==> src/rtl/adc_conv_scheduler_pkg.sv <==
// Shared types and constants for the ADC conversion scheduler.
package adc_pkg;

  localparam int SAMPLE_W   = 16;
  localparam int SEQ_W      = 8;
  localparam int PAD_W      = 8;
  localparam int TDATA_W    = 32;
  localparam int SAMPLE_LSB = 0;
  localparam int PAD_LSB    = 16;
  localparam int SEQ_LSB    = 24;

  typedef enum logic [1:0] {
    IDLE  = 2'd0,
    WAIT  = 2'd1,
    START = 2'd2,
    CONV  = 2'd3
  } state_t;

  // Reload value for the period timer: max(period, min_period) - 1.
  function automatic logic [31:0] eff_period_m1(input logic [31:0] period,
                                                input logic [31:0] min_period);
    logic [31:0] eff;
    if (period < min_period) eff = min_period;
    else                     eff = period;
    return eff - 32'd1;
  endfunction

  // Output beat layout: {frame_seq, pad, sample}.
  function automatic logic [TDATA_W-1:0] pack_tdata(input logic [SEQ_W-1:0]    seq,
                                                    input logic [SAMPLE_W-1:0] sample);
    logic [TDATA_W-1:0] d;
    d = {TDATA_W{1'b0}};
    d[SEQ_LSB +: SEQ_W]       = seq;
    d[PAD_LSB +: PAD_W]       = {PAD_W{1'b0}};
    d[SAMPLE_LSB +: SAMPLE_W] = sample;
    return d;
  endfunction

endpackage

==> src/rtl/adc_conv_scheduler_period_timer.sv <==
// Load/reload down-counter. tick is high in the cycle the count sits at zero
// while running; the count then reloads from the last loaded value.
module adc_period_timer #(
  parameter int W = 32
) (
  input  logic         clk,
  input  logic         resetn,
  input  logic         load,
  input  logic [W-1:0] load_val,
  input  logic         run,
  output logic         tick
);

  logic [W-1:0] count_r;
  logic [W-1:0] reload_r;

  assign tick = run && (count_r == {W{1'b0}});

  // Counter: explicit load wins, otherwise count down and reload at zero.
  always_ff @(posedge clk) begin
    if (!resetn) begin
      count_r  <= {W{1'b0}};
      reload_r <= {W{1'b0}};
    end else if (load) begin
      count_r  <= load_val;
      reload_r <= load_val;
    end else if (run) begin
      if (count_r == {W{1'b0}}) count_r <= reload_r;
      else                      count_r <= count_r - W'(1);
    end
  end

endmodule

==> src/rtl/adc_conv_scheduler.sv <==
// Paces capture-engine conversions at a fixed sample period, frames the
// results and presents them on an AXI-Stream master with tlast per frame.
module adc_conv_scheduler
  import adc_pkg::*;
#(
  parameter int MIN_PERIOD  = 64,
  parameter int TIMEOUT_CYC = 4096,
  parameter int CNT_W       = 16
) (
  input  logic                clk,
  input  logic                resetn,
  input  logic                cfg_enable,
  input  logic                cfg_continuous,
  input  logic [31:0]         cfg_period,
  input  logic [15:0]         cfg_frame_len,
  input  logic                arm,
  output logic                cap_start,
  input  logic                cap_valid,
  input  logic [SAMPLE_W-1:0] cap_data,
  input  logic                m_axis_tready,
  output logic                m_axis_tvalid,
  output logic [TDATA_W-1:0]  m_axis_tdata,
  output logic                m_axis_tlast,
  output logic                busy,
  output logic [CNT_W-1:0]    overrun_cnt,
  output logic                timeout_err
);

  localparam int TO_W = $clog2(TIMEOUT_CYC) + 1;

  state_t             state_r, state_nxt;
  logic               cap_start_r, cap_start_nxt;
  logic               busy_r, busy_nxt;
  logic               cont_r;
  logic [15:0]        len_m1_r;
  logic [15:0]        idx_r;
  logic [SEQ_W-1:0]   seq_r;
  logic               drop_r;
  logic [TO_W-1:0]    to_cnt_r;
  logic               timeout_r;
  logic [CNT_W-1:0]   overrun_r;
  logic               tvalid_r;
  logic [TDATA_W-1:0] tdata_r;
  logic               tlast_r;

  logic tick_s, go_s, out_free_s, sample_s, is_last_s, abort_s, to_hit_s, ovr_ev_s;

  // Shared decode of the current cycle's events.
  assign go_s       = (state_r == IDLE) && cfg_enable && (cfg_continuous || arm);
  assign out_free_s = !tvalid_r || m_axis_tready;
  assign sample_s   = (state_r == CONV) && cap_valid;
  assign is_last_s  = (idx_r == len_m1_r);
  // A disable seen at any point of the conversion ends the frame early.
  assign abort_s    = drop_r || !cfg_enable;
  assign to_hit_s   = (state_r == CONV) && !cap_valid && (to_cnt_r == TO_W'(TIMEOUT_CYC - 1));
  // Ticks during START/CONV, or with the holding register still full, are skipped.
  assign ovr_ev_s   = tick_s && (((state_r == WAIT) && cfg_enable && !out_free_s) ||
                                 (state_r == START) || (state_r == CONV));

  adc_period_timer #(.W(32)) u_timer (
    .clk      (clk),
    .resetn   (resetn),
    .load     (go_s),
    .load_val (eff_period_m1(cfg_period, 32'(MIN_PERIOD))),
    .run      (state_r != IDLE),
    .tick     (tick_s)
  );

  // State register.
  always_ff @(posedge clk) begin
    if (!resetn) state_r <= IDLE;
    else         state_r <= state_nxt;
  end

  // Next-state logic.
  always_comb begin
    state_nxt = state_r;
    case (state_r)
      IDLE: begin
        if (go_s) state_nxt = WAIT;
        else      state_nxt = IDLE;
      end
      WAIT: begin
        if (!cfg_enable)              state_nxt = IDLE;
        else if (tick_s && out_free_s) state_nxt = START;
        else                          state_nxt = WAIT;
      end
      START: state_nxt = CONV;
      CONV: begin
        if (sample_s) begin
          if (abort_s)                 state_nxt = IDLE;
          else if (is_last_s && !cont_r) state_nxt = IDLE;
          else                         state_nxt = WAIT;
        end else if (to_hit_s) begin
          if (abort_s) state_nxt = IDLE;
          else         state_nxt = WAIT;
        end else begin
          state_nxt = CONV;
        end
      end
      default: state_nxt = IDLE;
    endcase
  end

  // Output decode: strobes computed from the next state so they can be registered.
  always_comb begin
    cap_start_nxt = (state_nxt == START);
    busy_nxt      = (state_nxt != IDLE);
  end

  // Registered control outputs.
  always_ff @(posedge clk) begin
    if (!resetn) begin
      cap_start_r <= 1'b0;
      busy_r      <= 1'b0;
    end else begin
      cap_start_r <= cap_start_nxt;
      busy_r      <= busy_nxt;
    end
  end

  // Configuration captured only when a run starts.
  always_ff @(posedge clk) begin
    if (!resetn) begin
      cont_r   <= 1'b0;
      len_m1_r <= 16'd0;
    end else if (go_s) begin
      cont_r   <= cfg_continuous;
      len_m1_r <= (cfg_frame_len == 16'd0) ? 16'd0 : (cfg_frame_len - 16'd1);
    end
  end

  // Sample index within the frame and frame sequence number.
  always_ff @(posedge clk) begin
    if (!resetn) begin
      idx_r <= 16'd0;
      seq_r <= {SEQ_W{1'b0}};
    end else if (sample_s) begin
      if (is_last_s) begin
        idx_r <= 16'd0;
        seq_r <= seq_r + SEQ_W'(1);
      end else if (abort_s) begin
        idx_r <= 16'd0;
      end else begin
        idx_r <= idx_r + 16'd1;
      end
    end else if ((state_r == WAIT) && !cfg_enable) begin
      idx_r <= 16'd0;
    end else if (to_hit_s && abort_s) begin
      idx_r <= 16'd0;
    end
  end

  // Remember a disable that happens while a conversion is in flight.
  always_ff @(posedge clk) begin
    if (!resetn)                                        drop_r <= 1'b0;
    else if ((state_r == IDLE) || (state_r == WAIT))    drop_r <= 1'b0;
    else if (!cfg_enable)                               drop_r <= 1'b1;
  end

  // Conversion timeout counter and sticky error.
  always_ff @(posedge clk) begin
    if (!resetn) begin
      to_cnt_r  <= {TO_W{1'b0}};
      timeout_r <= 1'b0;
    end else begin
      if (state_r == START)                  to_cnt_r <= {TO_W{1'b0}};
      else if ((state_r == CONV) && !cap_valid) to_cnt_r <= to_cnt_r + TO_W'(1);
      if (to_hit_s) timeout_r <= 1'b1;
    end
  end

  // Saturating count of skipped ticks.
  always_ff @(posedge clk) begin
    if (!resetn) overrun_r <= {CNT_W{1'b0}};
    else if (ovr_ev_s && (overrun_r != {CNT_W{1'b1}})) overrun_r <= overrun_r + CNT_W'(1);
  end

  // AXI-Stream holding register: load on capture, clear on accept.
  always_ff @(posedge clk) begin
    if (!resetn) begin
      tvalid_r <= 1'b0;
      tdata_r  <= {TDATA_W{1'b0}};
      tlast_r  <= 1'b0;
    end else if (sample_s) begin
      tvalid_r <= 1'b1;
      tdata_r  <= pack_tdata(seq_r, cap_data);
      tlast_r  <= is_last_s;
    end else if (tvalid_r && m_axis_tready) begin
      tvalid_r <= 1'b0;
    end
  end

  assign cap_start     = cap_start_r;
  assign busy          = busy_r;
  assign m_axis_tvalid = tvalid_r;
  assign m_axis_tdata  = tdata_r;
  assign m_axis_tlast  = tlast_r;
  assign overrun_cnt   = overrun_r;
  assign timeout_err   = timeout_r;

endmodule

==> config.mk <==
export PLATFORM = sky130hd
export DESIGN_NAME = adc_conv_scheduler
export DESIGN_NICKNAME = d
export VERILOG_FILES = /design/src/rtl/adc_conv_scheduler_pkg.sv /design/src/rtl/adc_conv_scheduler_period_timer.sv /design/src/rtl/adc_conv_scheduler.sv
export SDC_FILE = /design/constraint.sdc
export NUM_CORES = 1
export LEC_CHECK = 0
export CAP_MARGIN = 10
export CORE_MARGIN = 2
export CORE_UTILIZATION = 45
export DETAILED_ROUTE_END_ITERATION = 6
export PLACE_DENSITY_LB_ADDON = 0.2
export RECOVER_POWER = 25
export SLEW_MARGIN = 20
export SYNTH_ARGS = -nofsm -noshare
export SYNTH_HDL_FRONTEND = slang
export SYNTH_SLANG_ARGS = --single-unit
==> constraint.sdc <==
create_clock -name clk -period 3.5 [get_ports clk]
set_input_delay 0.35 -clock clk [delete_from_list [all_inputs] [get_ports clk]]
set_output_delay 0.35 -clock clk [all_outputs]
set_load 0.01 [all_outputs]
Word level (Yosys, flattened, before mapping)
Index checks and enable logic that the tools add are counted.
Cells by class
  add/subtract/negate cells: 7
  magnitude comparators: 1
  equality and inequality tests: 7
  mux-type cells: 21
  bitwise operators: 1
  reduce and logical (&&, ||, !) cells: 37
Operators with widths (number)
  two-way mux 32 bit: 4
  two-way mux 16 bit: 6
  subtractor 32 x 1 -> 32 bit (second input constant): 2
  adder 16 x 1 -> 16 bit (second input constant): 2
  logical NOT 32 bit: 1
  < comparator 32 x 7 -> 1 bit (second input constant): 1
  == test 16 bit: 1
  logical NOT 16 bit: 1
  != test 16 bit (second input constant): 1
  subtractor 16 x 1 -> 16 bit (second input constant): 1
  logical AND 1 bit: 15
  adder 13 x 1 -> 13 bit (second input constant): 1
  == test 13 x 12 -> 1 bit (second input constant): 1
  adder 8 x 1 -> 8 bit (second input constant): 1
  two-way mux 2 bit: 4
  case mux 2 bit (4 select lines): 1
  nonzero test 2 bit: 4
  == test 2 bit (second input constant): 3
  logical OR 1 bit: 6
  two-way mux 1 bit: 6
  logical NOT 1 bit: 5
  OR reduction 2 bit: 2
  nonzero test 3 bit: 1
  == test 2 x 1 -> 1 bit (second input constant): 1
  other kinds (3): 3
Word-level totals
  bits in registers: 166
  input port bits: 71
  output and inout port bits: 53
  logic and storage cells: 90

Longest topological paths before layout
  depth after elaboration: 8
  gate-level depth with buffers: 13
  mapped depth without buffers: 11

Modules after synthesis
Synthesis repeated with hierarchy kept, for this count alone.
Unflattened totals
  cell total of the unflattened synthesis: 1073
  area total of the unflattened synthesis: 9113.7 µm²
By module, submodules not included
  adc_conv_scheduler: instances 1, cells an instance 669, area each 5509.0 µm², seq. area each 2042.0 µm²
  adc_period_timer: instances 1, cells an instance 404, area each 3604.7 µm², seq. area each 1281.2 µm²

Least setup slack after synthesis
No wires, ideal clock.
  path kind: input to register
  start: input port cfg_period[21]
  end: register u_timer.count_r[28]
  library setup time: 127 ps
  data arrival time: 3266 ps
  data required time: 3373 ps
  setup slack: 107 ps
  stages: 12
  path buffers: 1
  path through: or4_1 nor3_1 nand3_1 nand2_1 ha_1 clkbuf_1 nor2b_1 and2_1 nand2_1 nor3_1 a21oi_1 or3_1
Between the ends
  word-level cells in the longest chain between the ends: 4
RTL lines
  start, declared: line adc_conv_scheduler.sv:14  | input logic [31:0] cfg_period,
  < comparator 32 x 7 -> 1 bit: line adc_conv_scheduler_pkg.sv:23  | if (period < min_period) eff = min_period;
  two-way mux 32 bit *: line adc_conv_scheduler_pkg.sv:23
  subtractor 32 x 1 -> 32 bit *: line adc_conv_scheduler_pkg.sv:25  | return eff - 32'd1;
  two-way mux 32 bit *: line adc_conv_scheduler_period_timer.sv:24  | end else if (load) begin
  end signal, assigned: line adc_conv_scheduler_period_timer.sv:25  | count_r <= load_val;
  end signal, assigned: line adc_conv_scheduler_period_timer.sv:28  | if (count_r == {W{1'b0}}) count_r <= reload_r;
  end signal, assigned: line adc_conv_scheduler_period_timer.sv:29  | else count_r <= count_r - W'(1);
  end, declared: line adc_conv_scheduler_period_timer.sv:14  | logic [W-1:0] count_r;
Mark *: on every way between the ends. The rest lies on a longest branch, timed or not.
A chain may end at the register's enable or synchronous reset.

Worst setup path after layout
  start: input port resetn
  end: register idx_r[7]
RTL lines
  start, declared: line adc_conv_scheduler.sv:11  | input logic resetn,
  end signal, assigned: line adc_conv_scheduler.sv:145  | idx_r <= idx_r + 16'd1;
  end, declared: line adc_conv_scheduler.sv:36  | logic [15:0] idx_r;
No word-level cell between the ends.

==> out/qor_table.md <==
| Stage | Item | Value |
|---|---|---|
| placed design | Number of buffers added on ports | 115 |
| layout | Area added between synthesis and finish | 24.8% |
| logic synthesis | Gate Count Post-Synth | 1106 |
| worst setup path | Buf+Inv Stages, Crit Path | 4 |
| grt | Residual overflow from global routing | 0 |
| logic synthesis | Avg Inst Size Synth | 7.94 µm² |
| job | Max-capacitance violation count | 1 |
| timing | Period minus WS final | 3.13 ns |
| floorplanning | Initial Utilization | 45.4% |
| logic synthesis | Flip-flop and latch count after synthesis | 166 |
| clocking | H-tree depth | 4 |
| grt | Number of global-route vias before repair | 7767 |
| min path | Worst min-delay path category | reg -> reg |
| timing | Peak Freq | 320 MHz |
| placed design | Half-perimeter wire length after placement | 17500 µm |
| logic synthesis | Share of the yosys chip area belonging to registers | 37.8% |
| logic synthesis | Netlist area before placement | 8790 µm² |
| timing | Worst hold-check slack | 0.451 ns |
| worst setup path | R2r setup slk | 0.39 ns |
| pwr | Worst IR drop on VDD | 0.000302 V |
| drt | Number of nets still failing antenna checks after routing | 0 |
| clocking | CTS sink cnt | 166 |
| logic synthesis | Post-synth top flop | dfxtp_1 |
| logic synthesis | Library cells used by synthesis | 74 |
| clocking | Clock edge transition at the registers on the reported setup and hold paths | 0.06 ns |
| worst setup path | Crit path largest cell delay | 1.56 ns |
| placed design | Instance area after placement | 10300 µm² |
| pwr | Power density over the cells | 431 nW/µm² |
| timing | Hold violation count in the final report | 0 |
| clocking | Total setup buffers inserted after CTS | 0 |
| worst setup path | Standard cell with the maximum stage delay on the critical path | clkbuf_1 |
| clocking | Insertion delay to the later sink of the worst-skew pair | 0.43 ns |
| timing | Max-slew violation total from the final report | 48 |
| floorplanning | Die width | 144 µm |
| floorplanning | Die Outline Area | 20700 µm² |
| worst setup path | Setup crit start kind | input port |
| drt | Number of DRC violations after detailed routing | 0 |
| clocking | Root Buffer | clkbuf_16 |
| worst setup path | Arrival time of the worst setup path | 3.40 ns |
| worst setup path | CP Data Required Time | 3.78 ns |
| timing | Post-route fraction of the period consumed by the critical path | 89.3% |
| placed design | Final GP Congestion | 0.934 |
| layout | Net count reported at finish | 1305 |
| status | Status | finished with violations |
| floorplanning | Core area | 19300 µm² |
| timing | Worst slew pin tran | 2.16 ns |
| logic synthesis | Async S/R FF share, synth | 0% |
| drt | Number of detailed-routing iterations run before antenna repair | 6 |
| status | Violations in the final reports | max-capacitance violations, max-slew violations |
| drt | Total via count after detailed routing | 8669 |
| worst setup path | Startpoint of the most critical register-to-register path | u_timer.count_r[12] |
| floorplanning | FP Rows | 51 |
| pwr | Static leakage power | 3.92 nW |
| clocking | Number of hold-repair buffers added at the cts stage | 0 |
| logic synthesis | Number of enable flip-flop cells after synthesis | 0 |
| logic synthesis | Total of warnings raised by yosys | 0 |
| clocking | Number of instances resized during post-cts repair | 0 |
| worst setup path | Startpoint of the worst setup timing path | resetn |
| layout | Share of final-layout standard cells stronger than drive strength 1 | 8.06% |
| drt | Per-cell via count in the routed design | 5.76 |
| floorplanning | Number of I/O pins | 124 |
| layout | Post-route standard cell area excluding fillers | 11000 µm² |
| clocking | Buffers from clock root to sink, at most | 2 |
| grt | Number of antenna violations at the first check in global routing | 0 |
| worst setup path | Cell family contributing the most delay on the critical path | buffers and inverters |
| timing | Setup repair after global routing missed its margin | no |
| drt | Detailed-route wire length | 24600 µm |
| timing | Remaining max-slew budget at the tightest pin | -43.9% |
| timing | Setup skew after layout | 0.00525 ns |
| grt | Global-route wire length before repair | 39700 µm |
| drt | Count of routing violations after the opening detailed-route iteration | 677 |
| drt | Mean routed wirelength per cell | 16.3 µm |
| layout | ANT cells | 0 |
| timing | Number of setup violations in the final report | 0 |
| worst setup path | Start-to-end type of the worst setup path | in -> reg |
| worst setup path | Cell chain of the critical path | dlygate4sd3_1 > clkinv_2 > clkbuf_1 > buf_4 > a311oi_1 |
| timing | Setup total negative slack | 0 ns |
| clocking | Clock tree from TritonCTS | yes |
| worst setup path | Worst-path fanout max | 47 |
| grt | Largest net degree at the start of global routing | 48 |
| min path | Start point of the worst min-delay path | m_axis_tdata[9] |
| clocking | Number of CTS-inserted buffers | 17 |
| floorplanning | Die Y-Extent | 144 µm |
| grt | Global-route total usage across every layer | 23.9% |
| worst setup path | Sort of element at the end of the critical path | register |
## cell usage in the layout, fill, tap and decap left out, drive strengths merged, types with 7 or more instances in the layout
cell,n
nor2,126
o21a,9
o31ai,9
ha,7
dlygate4sd3,39
or3,26
and3,19
nand3b,7
clkdlybuf4s50,76
nor4,32
nand2,122
a31oi,8
dfxtp,166
conb,8
a311oi,17
o31a,7
a22oi,17
nor3,52
nand3,32
a21oi,75
nand2b,12
inv,14
o211ai,14
buf,49
xor2,32
o21ai,54
nand4,29
or4,16
and2,8
xnor2,48
clkbuf,23
## cell usage after synthesis, drive strengths merged, types with 5 or more instances
cell / count / area, µm²
nand3b: 7 / 52.6
nor4: 32 / 215
a41oi: 5 / 43.8
a22oi: 17 / 128
a311oi: 17 / 149
nor3: 52 / 265
o211ai: 14 / 105
inv: 14 / 52.6
a21oi: 75 / 375
nand2b: 12 / 75.1
a211oi: 5 / 37.5
buf: 22 / 160
mux2i: 6 / 60.1
or3: 26 / 163
nor2: 126 / 473
ha: 7 / 87.6
nand4: 29 / 188
and2: 8 / 50.1
or4: 16 / 124
and3: 19 / 119
a31oi: 8 / 50.1
nand2: 122 / 458
dfxtp: 166 / 3320
or2: 6 / 37.5
nand3: 32 / 160
xor2: 32 / 280
o31ai: 9 / 67.6
xnor2: 48 / 420
o21ai: 54 / 270
o21a: 9 / 67.6
o32ai: 6 / 52.6
o31a: 7 / 61.3
clkbuf: 49 / 184
## area by class of cell
type | instances | area (µm²)
Fill cell | 1796 | 8370
Clock inverter | 11 | 148
Sequential cell | 166 | 3320
Multi-Input combinational cell | 862 | 5110
Clock buffer | 21 | 470
Tap cell | 265 | 332
Timing Repair Buffer | 166 | 1530
Inverter | 14 | 53.8
## kinds of logic (layout without fill, tap and decap cells)
group	after synthesis	count (layout)	synth area share, %
AOI/OAI and AO/OA	261	261	19.6
xor gates and xnor gates	80	80	7.97
adders and majority gates	7	7	0.997
buffers and inverters	85	212	4.51
DFF	166	166	37.8
muxes	7	7	0.812
other	1	8	0.0427
and+or+nand+nor	499	499	28.2
## report_power, final
group / total, mW / leakage, nW / switching [mW] / internal, mW
Sequential: 2.05 / 1.35 / 0.0779 / 1.97
Clock: 1.96 / 0.292 / 0.784 / 1.18
Combinational: 0.712 / 2.27 / 0.404 / 0.307
## worst min-delay path, cell delays in order, from the launching register on
cell     delay, ns
dfxtp_1       0.31
nand2_1       0.05
a21oi_1       0.05
## flip-flops by register name, indices dropped and copies added (netlist names)
signal and cells:
m_axis_tlast 1, drop_r 1, m_axis_tvalid 1, state_r 2, busy 1, seq_r 8, cap_start 1, idx_r 16
u_timer.count_r 32, timeout_err 1, u_timer.reload_r 32, cont_r 1, to_cnt_r 13, len_m1_r 16, m_axis_tdata 24, overrun_cnt 16
## metal layers
metal / track usage [%] / routed length (µm) / part of all wire, % / up-vias
li1: - / - / - / 4271
met1: 33.0 / 11400 / 46 / 4103
met2: 38.2 / 11400 / 46 / 258
met3: 4.33 / 1430 / 5.8 / 37
met4: 6.81 / 433 / 1.8 / 0
met5: 0 / 0 / 0 / -
## through the flow
| step | utilization, % | instances | total power, mW | setup slack (ns) |
|---|---|---|---|---|
| 3_3_place_gp | 53.5 | 1473 | 2.78 | 0.149 |
| 2_1_floorplan | - | 1113 | 2.52 | 0.107 |
| 6_report | 56.7 | 1505 | 4.73 | 0.373 |
| 3_5_place_dp | 53.5 | 1473 | 2.79 | 0.0459 |
| 5_1_grt | 56.7 | 1505 | 4.91 | 0.142 |
| 4_1_cts | 56.7 | 1505 | 4.75 | 0.461 |
## final timing paths
path,to,cells past startpoint
setup / recovery,idx_r[7],5
hold reg to reg,m_axis_tdata[9],2
hold / removal,m_axis_tdata[9],2
setup reg to reg,cap_start,7
(Power assumes the default switching activity.)
